==> config.mk <==
export PLATFORM = sky130hd
export DESIGN_NAME = uio_bus_scheduler
export DESIGN_NICKNAME = d
export VERILOG_FILES = /design/src/rtl/uio_sched_pkg.sv /design/src/rtl/uio_rr_arbiter.sv /design/src/rtl/uio_bus_scheduler.sv
export SDC_FILE = /design/constraint.sdc
export NUM_CORES = 1
export LEC_CHECK = 0
export BUFFER_PORTS_ARGS = -buffer_cell sky130_fd_sc_hd__clkbuf_2
export CAP_MARGIN = 10
export CORE_MARGIN = 5
export CORE_UTILIZATION = 44
export DETAILED_ROUTE_END_ITERATION = 16
export PLACE_DENSITY = 0.77
export SLEW_MARGIN = 20
export SYNTH_ARGS = -nofsm -noshare
export SYNTH_HDL_FRONTEND = slang
export SYNTH_SLANG_ARGS = --single-unit
==> constraint.sdc <==
create_clock -name clk -period 3.9 [get_ports clk]
set_input_delay 0.78 -clock clk [delete_from_list [all_inputs] [get_ports clk]]
set_output_delay 0.78 -clock clk [all_outputs]
set_load 0.01 [all_outputs]
==> src/rtl/uio_sched_pkg.sv <==
// rtl/uio_sched_pkg.sv - shared states and encodings for the uio bus scheduler
package uio_sched_pkg;

  typedef enum logic [1:0] {
    IDLE = 2'd0,
    TURN = 2'd1,
    XFER = 2'd2
  } state_t;

  localparam logic DIR_IN  = 1'b0;
  localparam logic DIR_OUT = 1'b1;

  localparam logic [7:0] OE_DRIVE = 8'hFF;
  localparam logic [7:0] OE_HIZ   = 8'h00;

  function automatic logic [7:0] oe_for(input logic dir);
    return (dir == DIR_OUT) ? OE_DRIVE : OE_HIZ;
  endfunction

endpackage

==> src/rtl/uio_rr_arbiter.sv <==
// rtl/uio_rr_arbiter.sv - combinational round-robin pick starting after rr_ptr
module uio_rr_arbiter #(
  parameter int NREQ = 4,
  localparam int IW = (NREQ > 1) ? $clog2(NREQ) : 1
) (
  input  logic [NREQ-1:0] req,
  input  logic [IW-1:0]   rr_ptr,
  output logic [NREQ-1:0] win,
  output logic [IW-1:0]   win_idx
);

  logic          found;
  logic [IW-1:0] cand;

  // Scan rr_ptr+1 upward, wrapping, so the last winner has lowest priority.
  always_comb begin
    win     = '0;
    win_idx = '0;
    found   = 1'b0;
    cand    = '0;
    for (int k = 1; k <= NREQ; k++) begin
      cand = IW'((int'(rr_ptr) + k) % NREQ);
      if (!found && req[cand]) begin
        found     = 1'b1;
        win_idx   = cand;
        win[cand] = 1'b1;
      end
    end
  end

endmodule

==> src/rtl/uio_bus_scheduler.sv <==
// rtl/uio_bus_scheduler.sv - round-robin burst scheduler for the shared uio pad bus
module uio_bus_scheduler
  import uio_sched_pkg::*;
#(
  parameter int NREQ      = 4,
  parameter int MAX_BURST = 4,
  parameter int TURN_CYC  = 1,
  localparam int LW = (MAX_BURST > 1) ? $clog2(MAX_BURST) : 1
) (
  input  logic              clk,
  input  logic              rst,
  input  logic              ena,
  input  logic [NREQ-1:0]   req,
  input  logic [NREQ-1:0]   req_dir,
  input  logic [NREQ*LW-1:0] req_len,
  input  logic [NREQ*8-1:0] wdata,
  output logic [NREQ-1:0]   gnt,
  output logic              beat,
  output logic              beat_last,
  output logic [7:0]        rdata,
  output logic              rdata_vld,
  output logic              busy,
  input  logic [7:0]        uio_in,
  output logic [7:0]        uio_out,
  output logic [7:0]        uio_oe
);

  localparam int IW = (NREQ > 1) ? $clog2(NREQ) : 1;
  localparam int TW = (TURN_CYC > 1) ? $clog2(TURN_CYC) : 1;

  state_t        state;
  logic [IW-1:0] idx;
  logic [IW-1:0] rr_ptr;
  logic          dir;
  logic          cur_dir;
  logic [LW-1:0] cnt;
  logic [TW-1:0] turn_cnt;

  logic [LW-1:0] len_arr   [NREQ];
  logic [7:0]    wdata_arr [NREQ];

  always_comb begin
    for (int i = 0; i < NREQ; i++) begin
      len_arr[i]   = req_len[i*LW +: LW];
      wdata_arr[i] = wdata[i*8 +: 8];
    end
  end

  logic [NREQ-1:0] win;
  logic [IW-1:0]   win_idx;

  uio_rr_arbiter #(.NREQ(NREQ)) u_arb (
    .req     (req),
    .rr_ptr  (rr_ptr),
    .win     (win),
    .win_idx (win_idx)
  );

  logic          win_dir;
  logic [LW-1:0] win_len;
  logic          take_grant;

  // A new grant may start from IDLE or overlap the final beat of a burst.
  always_comb begin
    win_dir    = req_dir[win_idx];
    win_len    = len_arr[win_idx];
    take_grant = ena && (|req) &&
                 ((state == IDLE) || ((state == XFER) && (cnt == '0)));
  end

  assign uio_out = ((state == XFER) && (dir == DIR_OUT)) ? wdata_arr[idx] : 8'h00;

  always_ff @(posedge clk) begin
    if (rst) begin
      state     <= IDLE;
      gnt       <= '0;
      idx       <= '0;
      dir       <= DIR_IN;
      cur_dir   <= DIR_IN;
      cnt       <= '0;
      turn_cnt  <= '0;
      rr_ptr    <= IW'(NREQ - 1);
      beat      <= 1'b0;
      beat_last <= 1'b0;
      busy      <= 1'b0;
      uio_oe    <= OE_HIZ;
      rdata     <= 8'h00;
      rdata_vld <= 1'b0;
    end else begin
      rdata_vld <= 1'b0;
      if ((state == XFER) && (dir == DIR_IN)) begin
        rdata     <= uio_in;
        rdata_vld <= 1'b1;
      end

      if (take_grant) begin
        gnt    <= win;
        idx    <= win_idx;
        dir    <= win_dir;
        cnt    <= win_len;
        rr_ptr <= win_idx;
        busy   <= 1'b1;
        if (win_dir != cur_dir) begin
          state     <= TURN;
          turn_cnt  <= TW'(TURN_CYC - 1);
          beat      <= 1'b0;
          beat_last <= 1'b0;
          uio_oe    <= OE_HIZ;
        end else begin
          state     <= XFER;
          cur_dir   <= win_dir;
          beat      <= 1'b1;
          beat_last <= (win_len == '0);
          uio_oe    <= oe_for(win_dir);
        end
      end else begin
        case (state)
          TURN: begin
            if (turn_cnt == '0) begin
              state     <= XFER;
              cur_dir   <= dir;
              beat      <= 1'b1;
              beat_last <= (cnt == '0);
              uio_oe    <= oe_for(dir);
            end else begin
              turn_cnt <= turn_cnt - 1'b1;
            end
          end
          XFER: begin
            if (cnt == '0) begin
              state     <= IDLE;
              gnt       <= '0;
              beat      <= 1'b0;
              beat_last <= 1'b0;
              busy      <= 1'b0;
              uio_oe    <= OE_HIZ;
            end else begin
              cnt       <= cnt - 1'b1;
              beat_last <= (cnt == LW'(1));
            end
          end
          default: begin
            state <= IDLE;
          end
        endcase
      end
    end
  end

endmodule
==> impl_metrics.py, run 1 <==
metrics = {
    "synth": {
        "synth_edf_count": 0,
        "synth_area_um2": 2215,
        "async_reset_ff_frac": 0,
        "yosysSeqAreaShare": 0.2441,
        "yosys_warnings": 0,
        "synth_fp_nets": 331,
        "synth_seq_cells": 27,
        "synth_area_leader_cell": "dfxtp_1",
        "synthFlopType": "dfxtp_1",
        "synth_top_area_share": 0.2441,
        "avgSynthCellArea_um2": 8.485,
        "synth.area.top_cells": "dfxtp_1 24%, mux4_2 11%, ha_1 6.2%",
        "synthCells": 261,
        "ys_types": 56,
    },
    "critical_path": {
        "worstRegToRegCells": 15,
        "crit_required_ns": 4.11,
        "slowest_stage": "mux4_2",
        "arrival_ns": 3.86,
        "cpPeakStageDelay_ns": 0.54,
        "start_kind": "primary input",
        "crit_start": "req[2]",
        "cp_common_cell": "nor2_1",
        "rrSetupSlack_ns": 0.29,
        "reg2reg_to": "beat_last$_SDFFE_PP0N_",
        "worstPathMaxFanout": 12,
        "rr_startpoint": "rr_ptr[1]$_SDFFE_PP1P_",
        "end_kind": "flip-flop",
        "path_class": "in -> reg",
        "path_cells": "clkbuf_2 -> mux4_2 -> buf_4 -> nor2_4 -> o21a_4 -> a211oi_2 -> nor3_1 -> nor2_1 -> ha_1 -> nor2_1 -> nand4_1 -> or3_1 -> a2111oi_1 -> a211oi_1 -> o21ai_1",
    },
    "floorplanning": {
        "io_pins": 91,
        "core_um2": 4817,
        "die_area_um2": 6552,
        "start_util": 0.4597,
        "die_w_um": 80.95,
        "rows": 25,
        "die_y_um": 80.95,
    },
    "placed_design": {
        "placed_area_um2": 2665,
        "portBuffers": 90,
        "gp_congestion": 0.8413,
        "dp_hpwl_um": 4789,
    },
    "final_layout": {
        "fin_nets": 407,
        "syn2layout_area_growth_pct": 24.35,
        "stdcell_area_um2": 2754,
        "drive_above_1_share": 0.3780,
        "insertedDiodeCount": 0,
        "final_cell_mix": "90 x clkbuf_2, 27 x dfxtp_1, 25 x nand2_1, 19 x nor2_1, 18 x o21ai_0",
        "final_common_cell": "clkbuf_2",
    },
    "pwr": {
        "p_leak_nw": 1.212,
        "powerDensity_nw_per_um2": 588.5,
        "vdd_drop_max_mv": 0.2603,
    },
    "sta": {
        "skew_ns": 0.002856,
        "hold_ws_ns": 0.4654,
        "fmax_mhz": 274.2,
        "fin_crit_sh": 0.9350,
        "finalSetupViolCount": 0,
        "grt_setup_unrepaired": "no",
        "relSlewSlack": 0.5585,
        "worstMarginPinSlew_ns": 0.6603,
        "slew_violations": 0,
        "finalHoldViolCount": 0,
        "period_minus_slack_ns": 3.646,
    },
    "global_route": {
        "grt.total_usage": 0.1765,
        "grt-ovfl-total": 0,
        "first_global_vias": 2144,
        "antenna_found_initial": 0,
        "grt_pass1_wl_um": 9473,
        "grt_max_degree": 31,
    },
    "clock_network": {
        "cts_hold_buf": 0,
        "cts_inserted_buffers": 3,
        "cts_setup_buffers": 0,
        "cts.reportedPaths.clkPinSlew_ns": 0.09,
        "clock_latency_ns": 0.27,
        "cts_max_path_buffers": 2,
        "cts_sinks": 27,
        "htreeDepth": 1,
        "cts_root_buf": "clkbuf_8",
        "cts_tree": "yes",
    },
    "worst_hold_path": {
        "min_to": "busy$_SDFFE_PP0P_",
        "whs_path_depth": 2,
        "min_from": "busy$_SDFFE_PP0P_",
        "hold_path.class": "reg -> reg",
    },
    "outcome": {
        "outcome": "finished clean",
    },
    "route": {
        "drt_pass1_iterations": 4,
        "first_iter_violations": 227,
        "wl_per_cell_um": 14.85,
        "vias_per_cell": 5.670,
        "antenna_left": 0,
        "routed_wl_um": 5986,
        "route.vias.total": 2285,
        "drc": 0,
    },
    "run": {
        "drv_cap": 0,
    },
}
==> registers in the layout (all words and copies together) (netlist names) <==
name       count
rr_ptr         2
idx            2
cur_dir        1
busy           1
cnt            2
gnt            4
beat_last      1
rdata          8
uio_oe         1
rdata_vld      1
beat           1
dir            1
state          2
==> cells in the mapped netlist (4+ instances only) <==
cell and number:
a211oi_1 4, a21oi_1 17, a22o_1 4, a22oi_1 4, and3_1 10, buf_4 7
clkbuf_1 13, dfxtp_1 27, ha_1 11, inv_1 5, mux4_2 11, nand2_1 25
nand2b_1 5, nand3_1 10, nor2_1 19, nor2b_1 5, nor3_1 10, o211ai_1 6
o21ai_0 18
==> routing by layer <==
metal,track usage,vias to the layer above,share of wire
met5,0,-,0
met4,0.03547,0,0.0097
met3,0.02106,6,0.074
met2,0.3465,76,0.50
met1,0.2025,1081,0.41
li1,-,1122,-
==> where the power goes <==
| group | switching, mW | leakage [nW] | internal, mW |
|---|---|---|---|
| Combinational | 0.557 | 0.966 | 0.457 |
| Clock | 0.0863 | 0.0255 | 0.0716 |
| Sequential | 0.0915 | 0.221 | 0.357 |
| Total | 0.735 | 1.21 | 0.886 |
==> cells by family (layout without fill, tap and decap cells) <==
logic type,Yosys count,after routing,share of synthesized area
adder cells (fa/ha/maj),11,11,0.06215
AO/OA/AOI/OAI,77,77,0.2531
multiplexers,16,16,0.1379
AND/OR/NAND/NOR,98,98,0.2288
buffers and inverters,31,106,0.07005
XOR/XNOR,1,1,0.003956
flip-flops,27,27,0.2441
==> area by class of cell <==
class,instances,area [um^2]
Clock buffer,3,41.29
Clock inverter,1,5.005
Fill cell,473,2063
Inverter,5,18.77
Multi-Input combinational cell,203,1562
Sequential cell,27,540.5
Tap cell,67,83.83
Timing Repair Buffer,97,503.0
==> worst max-delay path: cells and delay by family <==
kind	cells	cell delay (ns)
compound gates	5	0.76
fa+ha+maj	1	0.30
buf+inv	2	0.35
mux	1	0.54
simple gates	6	1.11
==> stage by stage <==
step                power [mW]    TNS, ns  cells  utilization  setup WS [ns]
floorplan                1.196          0    261            -         0.1682
global placement         1.413          0    399       0.5532         0.1422
detailed placement       1.431  -0.008905    399       0.5532      -0.008905
CTS                      1.589          0    403       0.5629        0.07711
global route             1.766          0    403       0.5717        0.03090
finish                   1.621          0    403       0.5717         0.2537
==> how the worst max path moves through the flow <==
stage                              to  slack, ns  depth (start not counted)
4_1_cts        beat_last$_SDFFE_PP0N_       0.08                         15
3_3_place_gp   beat_last$_SDFFE_PP0N_       0.14                         15
2_1_floorplan  beat_last$_SDFFE_PP0N_       0.17                         17
6_report       beat_last$_SDFFE_PP0N_       0.25                         15
5_1_grt        beat_last$_SDFFE_PP0N_       0.03                         15
3_5_place_dp   beat_last$_SDFFE_PP0N_     -0.009                         14
==> what timing repair did <==
item,in CTS,in global routing
gates resized for setup,0,8
hold endpoints to repair,0,0
endpoints found under the setup margin,0,1
Note: power is estimated with default switching activity, not from simulation.
==> run 2, diff against run 1 <==
CELL_PAD_IN_SITES_DETAIL_PLACEMENT = 2   (was not set)
CELL_PAD_IN_SITES_GLOBAL_PLACEMENT = 2   (was not set)
CORE_UTILIZATION = 24   (was 44)
PLACE_DENSITY = 0.87   (was 0.77)
==> run 2 against run 1 <==
Final cell count up 12%. Power up 6.5%. Largest cell class unchanged. Clock skew up 0.011 ns.
==> impl_metrics.py, run 2 (synthesized netlist as in run 1, its figures left out) <==
metrics = {
    "clock_network": {
        "cts_root_buf": "clkbuf_8",
        "htreeDepth": 1,
        "clock_latency_ns": 0.28,
        "cts_hold_buf": 0,
        "cts.reportedPaths.clkPinSlew_ns": 0.11,
        "cts_inserted_buffers": 3,
        "cts_tree": "yes",
        "cts_max_path_buffers": 2,
        "cts_sinks": 27,
    },
    "critical_path": {
        "crit_required_ns": 4.11,
        "rrSetupSlack_ns": 0.22,
        "path_class": "in -> reg",
        "arrival_ns": 3.90,
        "reg2reg_to": "beat_last$_SDFFE_PP0N_",
        "rr_startpoint": "rr_ptr[1]$_SDFFE_PP1P_",
        "worstPathMaxFanout": 12,
        "end_kind": "flip-flop",
        "start_kind": "primary input",
        "worstRegToRegCells": 15,
    },
    "worst_hold_path": {
        "whs_path_depth": 2,
        "min_to": "busy$_SDFFE_PP0P_",
        "min_from": "busy$_SDFFE_PP0P_",
        "hold_path.class": "reg -> reg",
    },
    "global_route": {
        "grt_max_degree": 31,
        "grt.total_usage": 0.1335,
        "grt.busiest_layer": "met2",
        "met3_usage": 0.01761,
        "met1_usage": 0.1577,
        "use_met2": 0.2582,
        "antenna_found_initial": 0,
        "grt-ovfl-total": 0,
        "first_global_vias": 2456,
        "grt_pass1_wl_um": 12560,
    },
    "final_layout": {
        "final_cell_mix": "90 x clkbuf_2, 27 x dfxtp_1, 25 x nand2_1, 19 x nor2_1, 18 x o21ai_0",
        "largest_reg_flops": 8,
        "final_common_cell": "clkbuf_2",
        "top_regs": "rdata: 8 flops, gnt: 4 flops",
        "fin_nets": 413,
        "regMostFlops": "rdata",
        "insertedDiodeCount": 0,
        "syn2layout_area_growth_pct": 28.98,
        "drive_above_1_share": 0.3889,
        "multiInputGateArea_um2": 1562,
        "stdcell_area_um2": 2856,
        "fillers": 1050,
        "fin_cells": 453,
        "seqCellArea_um2": 540.5,
    },
    "floorplanning": {
        "die_w_um": 106.1,
        "start_util": 0.2431,
        "core_um2": 9109,
        "die_area_um2": 11250,
        "io_pins": 91,
        "die_y_um": 106.1,
        "rows": 35,
    },
    "pwr": {
        "cell_internal_pwr_uw": 926.7,
        "p_switching_uw": 799.3,
        "totalPowerFinal_mw": 1.726,
        "swShare": 0.4631,
        "p_leak_nw": 1.237,
        "seq_power_share": 0.264,
        "pwr-share-clk": 0.098,
        "vdd_drop_max_mv": 0.1750,
        "powerDensity_nw_per_um2": 604.2,
        "pwr-share-comb": 0.638,
    },
    "route": {
        "route.vias.total": 2354,
        "drc": 0,
        "drt_pass1_iterations": 4,
        "wl_per_cell_um": 17.21,
        "first_iter_violations": 46,
        "antenna_left": 0,
        "routed_wl_um": 7798,
        "vias_per_cell": 5.196,
    },
    "sta": {
        "fmax_mhz": 270.7,
        "fin_crit_sh": 0.9473,
        "skew_ns": 0.01417,
        "relSlewSlack": 0.5244,
        "worstMarginPinSlew_ns": 0.7114,
        "period_minus_slack_ns": 3.694,
        "setup_tns_ns": 0,
        "finalHoldViolCount": 0,
        "finalSetupViolCount": 0,
        "hold_ws_ns": 0.4639,
        "slew_violations": 0,
    },
    "run": {
        "drv_cap": 0,
    },
    "placed_design": {
        "placed_area_um2": 2743,
        "placedCellCount": 446,
        "dp_hpwl_um": 6350,
        "portBuffers": 90,
        "gp_congestion": 0.8529,
    },
    "outcome": {
        "outcome": "finished clean",
    },
}
==> run 2: what timing repair did <==
action / 4_1_cts / 5_1_grt
pin swaps: 0 / 1
setup buffers: 0 / 3
endpoints found under the setup margin: 1 / 1
gates resized for setup: 2 / 6
==> run 2: how the worst max path moves through the flow <==
stage	from	endpoint
5_1_grt	rr_ptr[1]$_SDFFE_PP1P_	beat_last$_SDFFE_PP0N_
3_3_place_gp	req[2]	beat_last$_SDFFE_PP0N_
4_1_cts	rr_ptr[1]$_SDFFE_PP1P_	beat_last$_SDFFE_PP0N_
2_1_floorplan	rr_ptr[1]$_SDFFE_PP1P_	beat_last$_SDFFE_PP0N_
3_5_place_dp	req[2]	beat_last$_SDFFE_PP0N_
6_report	req[2]	beat_last$_SDFFE_PP0N_
==> run 2: layout make-up <==
| class | count | share of cell area |
|---|---|---|
| Sequential cell | 27 | 0.1892 |
| Tap cell | 111 | 0.04862 |
| Inverter | 5 | 0.006570 |
| Multi-Input combinational cell | 203 | 0.5466 |
| Clock buffer | 3 | 0.01445 |
| Timing Repair Buffer | 103 | 0.1919 |
| Clock inverter | 1 | 0.002628 |
==> run 2: layer usage <==
metal | part of all wire | up-vias
li1 | - | 1135
met1 | 0.44 | 1148
met2 | 0.51 | 69
met3 | 0.047 | 2
met4 | 0.0059 | 0
met5 | 0 | -
==> run 2: per-stage QoR <==
stage	worst slack (ns)	util
finish	0.2056	0.3136
global route	-0.008690	0.3136
CTS	0.05089	0.3069
detailed placement	-0.1885	0.3011
global placement	0.1578	0.3011
floorplan	0.1682	-
==> run 2: critical path: stages <==
cell	delay [ns]
clkbuf_2	0.17
mux4_2	0.60
nor2b_4	0.19
a21o_1	0.13
o211ai_1	0.15
nor3_1	0.24
nor2_1	0.09
ha_1	0.30
nor2_1	0.11
nand4_1	0.18
or3_1	0.36
a2111oi_1	0.34
a211oi_1	0.10
o21ai_1	0.14
==> run 2: power by group through the flow <==
stage	Combinational (mW)	Sequential, mW	Clock, mW
2_1_floorplan	0.763	0.433	0
3_3_place_gp	1.02	0.459	0
3_5_place_dp	1.05	0.467	0
4_1_cts	1.06	0.461	0.175
5_1_grt	1.22	0.474	0.183
6_report	1.10	0.456	0.170
==> run 3, diff against run 2 <==
ABC_AREA = 1   (was not set)
CORE_UTILIZATION = 22   (was 24)
PLACE_DENSITY = 0.88   (was 0.87)
==> run 3 against run 2 <==
Setup slack improved by 0.31 ns. Count of clock-buffer cells in the layout stayed put. Utilization is 2.4 points lower. Design area shrank 5.4%. Routed wire length rose by 0.94%. Die area is 3.9% higher. Synthesized cell count up 21%. Clock power is essentially flat. Via count up 2.4%. Combinational power grew 37%. Critical endpoint is now cur_dir$_SDFFE_PP0P_. Highest routed layer unchanged.
==> impl_metrics.py, run 3 <==
metrics = {
    "outcome": {
        "outcome": "finished clean",
    },
    "floorplanning": {
        "die_w_um": 108.1,
        "io_pins": 91,
        "rows": 35,
        "die_area_um2": 11680,
        "start_util": 0.2270,
        "core_um2": 9328,
        "die_y_um": 108.1,
    },
    "global_route": {
        "first_global_vias": 2552,
        "grt_pass1_wl_um": 12830,
        "grt-ovfl-total": 0,
        "grt.total_usage": 0.1360,
        "grt_max_degree": 21,
        "antenna_found_initial": 0,
    },
    "synth": {
        "synth.area.top_cells": "dfxtp_1 26%, nand2_1 11%, nor2_1 7.6%",
        "yosysSeqAreaShare": 0.2553,
        "synthMuxAreaShare": 0,
        "ys_top_cells_by_count": "63 x nand2_1, 43 x nor2_1, 30 x a21oi_1",
        "async_reset_ff_frac": 0,
        "synthCells": 317,
        "yosysMostFrequentCell": "nand2_1",
        "yosys_warnings": 0,
        "synth_compound_area_frac": 0.1915,
        "synthSimpleGateAreaFrac": 0.3788,
        "synth_edf_count": 0,
        "ys_types": 34,
        "synthFlopType": "dfxtp_1",
        "synth_top_area_share": 0.2553,
        "synthXorXnorAreaFrac": 0.004137,
        "synth_seq_cells": 27,
        "synth_area_um2": 2117,
        "synth_area_leader_cell": "dfxtp_1",
        "synth_top_family_by_area": "simple AND/OR/NAND/NOR gates",
        "avgSynthCellArea_um2": 6.678,
        "synth_fp_nets": 387,
        "synthAdderAreaFrac": 0.06501,
    },
    "clock_network": {
        "cts_setup_buffers": 0,
        "htreeDepth": 1,
        "cts_resized": 0,
        "cts_sinks": 27,
        "cts_tree": "yes",
        "cts_max_path_buffers": 2,
        "cts.reportedPaths.clkPinSlew_ns": 0.10,
        "cts_inserted_buffers": 3,
        "clock_latency_ns": 0.28,
        "cts_root_buf": "clkbuf_8",
        "cts_hold_buf": 0,
    },
    "critical_path": {
        "worstPathMaxFanout": 8,
        "slowest_stage": "dfxtp_1",
        "path_cells": "inv_1 -> ha_1 -> inv_2 -> nand3_2 -> nand2_4 -> nor2_4 -> nand2_1 -> nand2_1 -> nand2_4 -> nand2_4 -> nand2_1 -> nand2_1 -> nand2_1 -> and2_1 -> ha_1 -> o21ai_0 -> nand3_1 -> nand2_1 -> inv_1",
        "start_kind": "flip-flop",
        "path_class": "reg -> reg",
        "end_kind": "flip-flop",
        "rrSetupSlack_ns": 0.51,
        "cpPeakStageDelay_ns": 0.50,
        "crit_required_ns": 4.09,
        "cp_common_cell": "nand2_1",
        "arrival_ns": 3.58,
    },
    "sta": {
        "slew_violations": 0,
        "setup_tns_ns": 0,
        "fin_crit_sh": 0.8687,
        "finalSetupViolCount": 0,
        "relSlewSlack": 0.5754,
        "fmax_mhz": 295.2,
        "setup_slack_ns": 0.5122,
        "skew_ns": 0.001720,
        "finalHoldViolCount": 0,
        "worstMarginPinSlew_ns": 0.6360,
        "grt_setup_unrepaired": "no",
        "period_minus_slack_ns": 3.388,
    },
    "final_layout": {
        "final_common_cell": "clkbuf_2",
        "largest_reg_flops": 8,
        "regMostFlops": "rdata",
        "fillers": 1182,
        "multiInputGateArea_um2": 1354,
        "drive_above_1_share": 0.3325,
        "final_util": 0.2897,
        "fin_cells": 526,
        "syn2layout_area_growth_pct": 27.66,
        "final_cell_mix": "90 x clkbuf_2, 63 x nand2_1, 43 x nor2_1, 30 x a21oi_1",
        "seqCellArea_um2": 540.5,
        "top_regs": "rdata: 8 flops, gnt: 4 flops",
        "fin_nets": 468,
        "insertedDiodeCount": 0,
    },
    "route": {
        "antenna_left": 0,
        "drt_pass1_iterations": 4,
        "routed_wl_um": 7871,
        "drc": 0,
        "vias_per_cell": 4.584,
        "wl_per_cell_um": 14.96,
        "first_iter_violations": 131,
        "route.vias.total": 2411,
    },
    "pwr": {
        "p_leak_nw": 1.339,
        "powerDensity_nw_per_um2": 788.8,
        "vdd_drop_max_mv": 0.3044,
        "totalPowerFinal_mw": 2.132,
    },
    "worst_hold_path": {
        "hold_path.class": "reg -> reg",
    },
    "placed_design": {
        "pre_cts_slack_ns": 0.4732,
        "gp_congestion": 0.8205,
        "placedCellCount": 522,
        "dp_hpwl_um": 6701,
        "portBuffers": 90,
    },
    "run": {
        "drv_cap": 0,
    },
}
[run 3: cell count changes after synthesis, moves of 11 or more]
cell and delta:
nand2_1 +38, mux4_2 -11, a21oi_1 +13, inv_1 +20, nor2_1 +24, nand3_1 +12
[run 3: area by class of cell]
cell class | instances | share of cell area
clock buffer | 3 | 0.01528
inverter | 32 | 0.04630
tap | 129 | 0.05972
timing repair buffer | 93 | 0.1750
clock inverter | 1 | 0.002778
multi-input combinational | 241 | 0.5009
sequential | 27 | 0.2000
[run 3: kinds of logic (layout without fill, tap and decap cells)]
group                    Yosys count  count (layout)
adder cells (fa/ha/maj)           11              11
buffers and inverters             49             129
AND/OR/NAND/NOR                  158             158
flip-flops                        27              27
XOR/XNOR                           1               1
AO/OA/AOI/OAI                     71              71
[run 3: routing by layer]
| layer | GRT usage | vias up | share of wire |
|---|---|---|---|
| li1 | - | 1194 | - |
| met1 | 0.1625 | 1149 | 0.43 |
| met2 | 0.2531 | 61 | 0.51 |
| met3 | 0.02866 | 7 | 0.056 |
| met4 | 0.02164 | 0 | 0.0065 |
| met5 | 0 | - | 0 |
[run 3: where the power goes]
group / leakage (nW) / switching [mW] / internal, mW
clock: 0.0217 / 0.0940 / 0.0727
sequential: 0.221 / 0.0946 / 0.360
combinational: 1.10 / 1.01 / 0.504
[run 3: metrics by stage]
stage	hold slack (ns)	instance area [um^2]
global placement	0.4504	2654
finish	0.4766	2703
global route	0.5087	2703
floorplan	0.4641	2117
CTS	0.4803	2703
detailed placement	0.4652	2654
[run 3: worst paths after layout]
check / depth (start not counted) / start / end
worst max-delay path: 19 / rr_ptr[1]$_SDFFE_PP1P_ / cur_dir$_SDFFE_PP0P_
worst min-delay path: 2 / rdata[4]$_SDFFE_PP0P_ / rdata[4]$_SDFFE_PP0P_
worst max register to register: 19 / rr_ptr[1]$_SDFFE_PP1P_ / cur_dir$_SDFFE_PP0P_
worst min register to register: 2 / rdata[4]$_SDFFE_PP0P_ / rdata[4]$_SDFFE_PP0P_
[run 3: critical path, delay by kind of cell (launching register included)]
| kind | cells | cell delay (ns) |
|---|---|---|
| and+or+nand+nor | 13 | 1.34 |
| adders and majority gates | 2 | 0.73 |
| DFF | 1 | 0.50 |
| AOI/OAI and AO/OA | 1 | 0.39 |
| buffers and inverters | 3 | 0.34 |
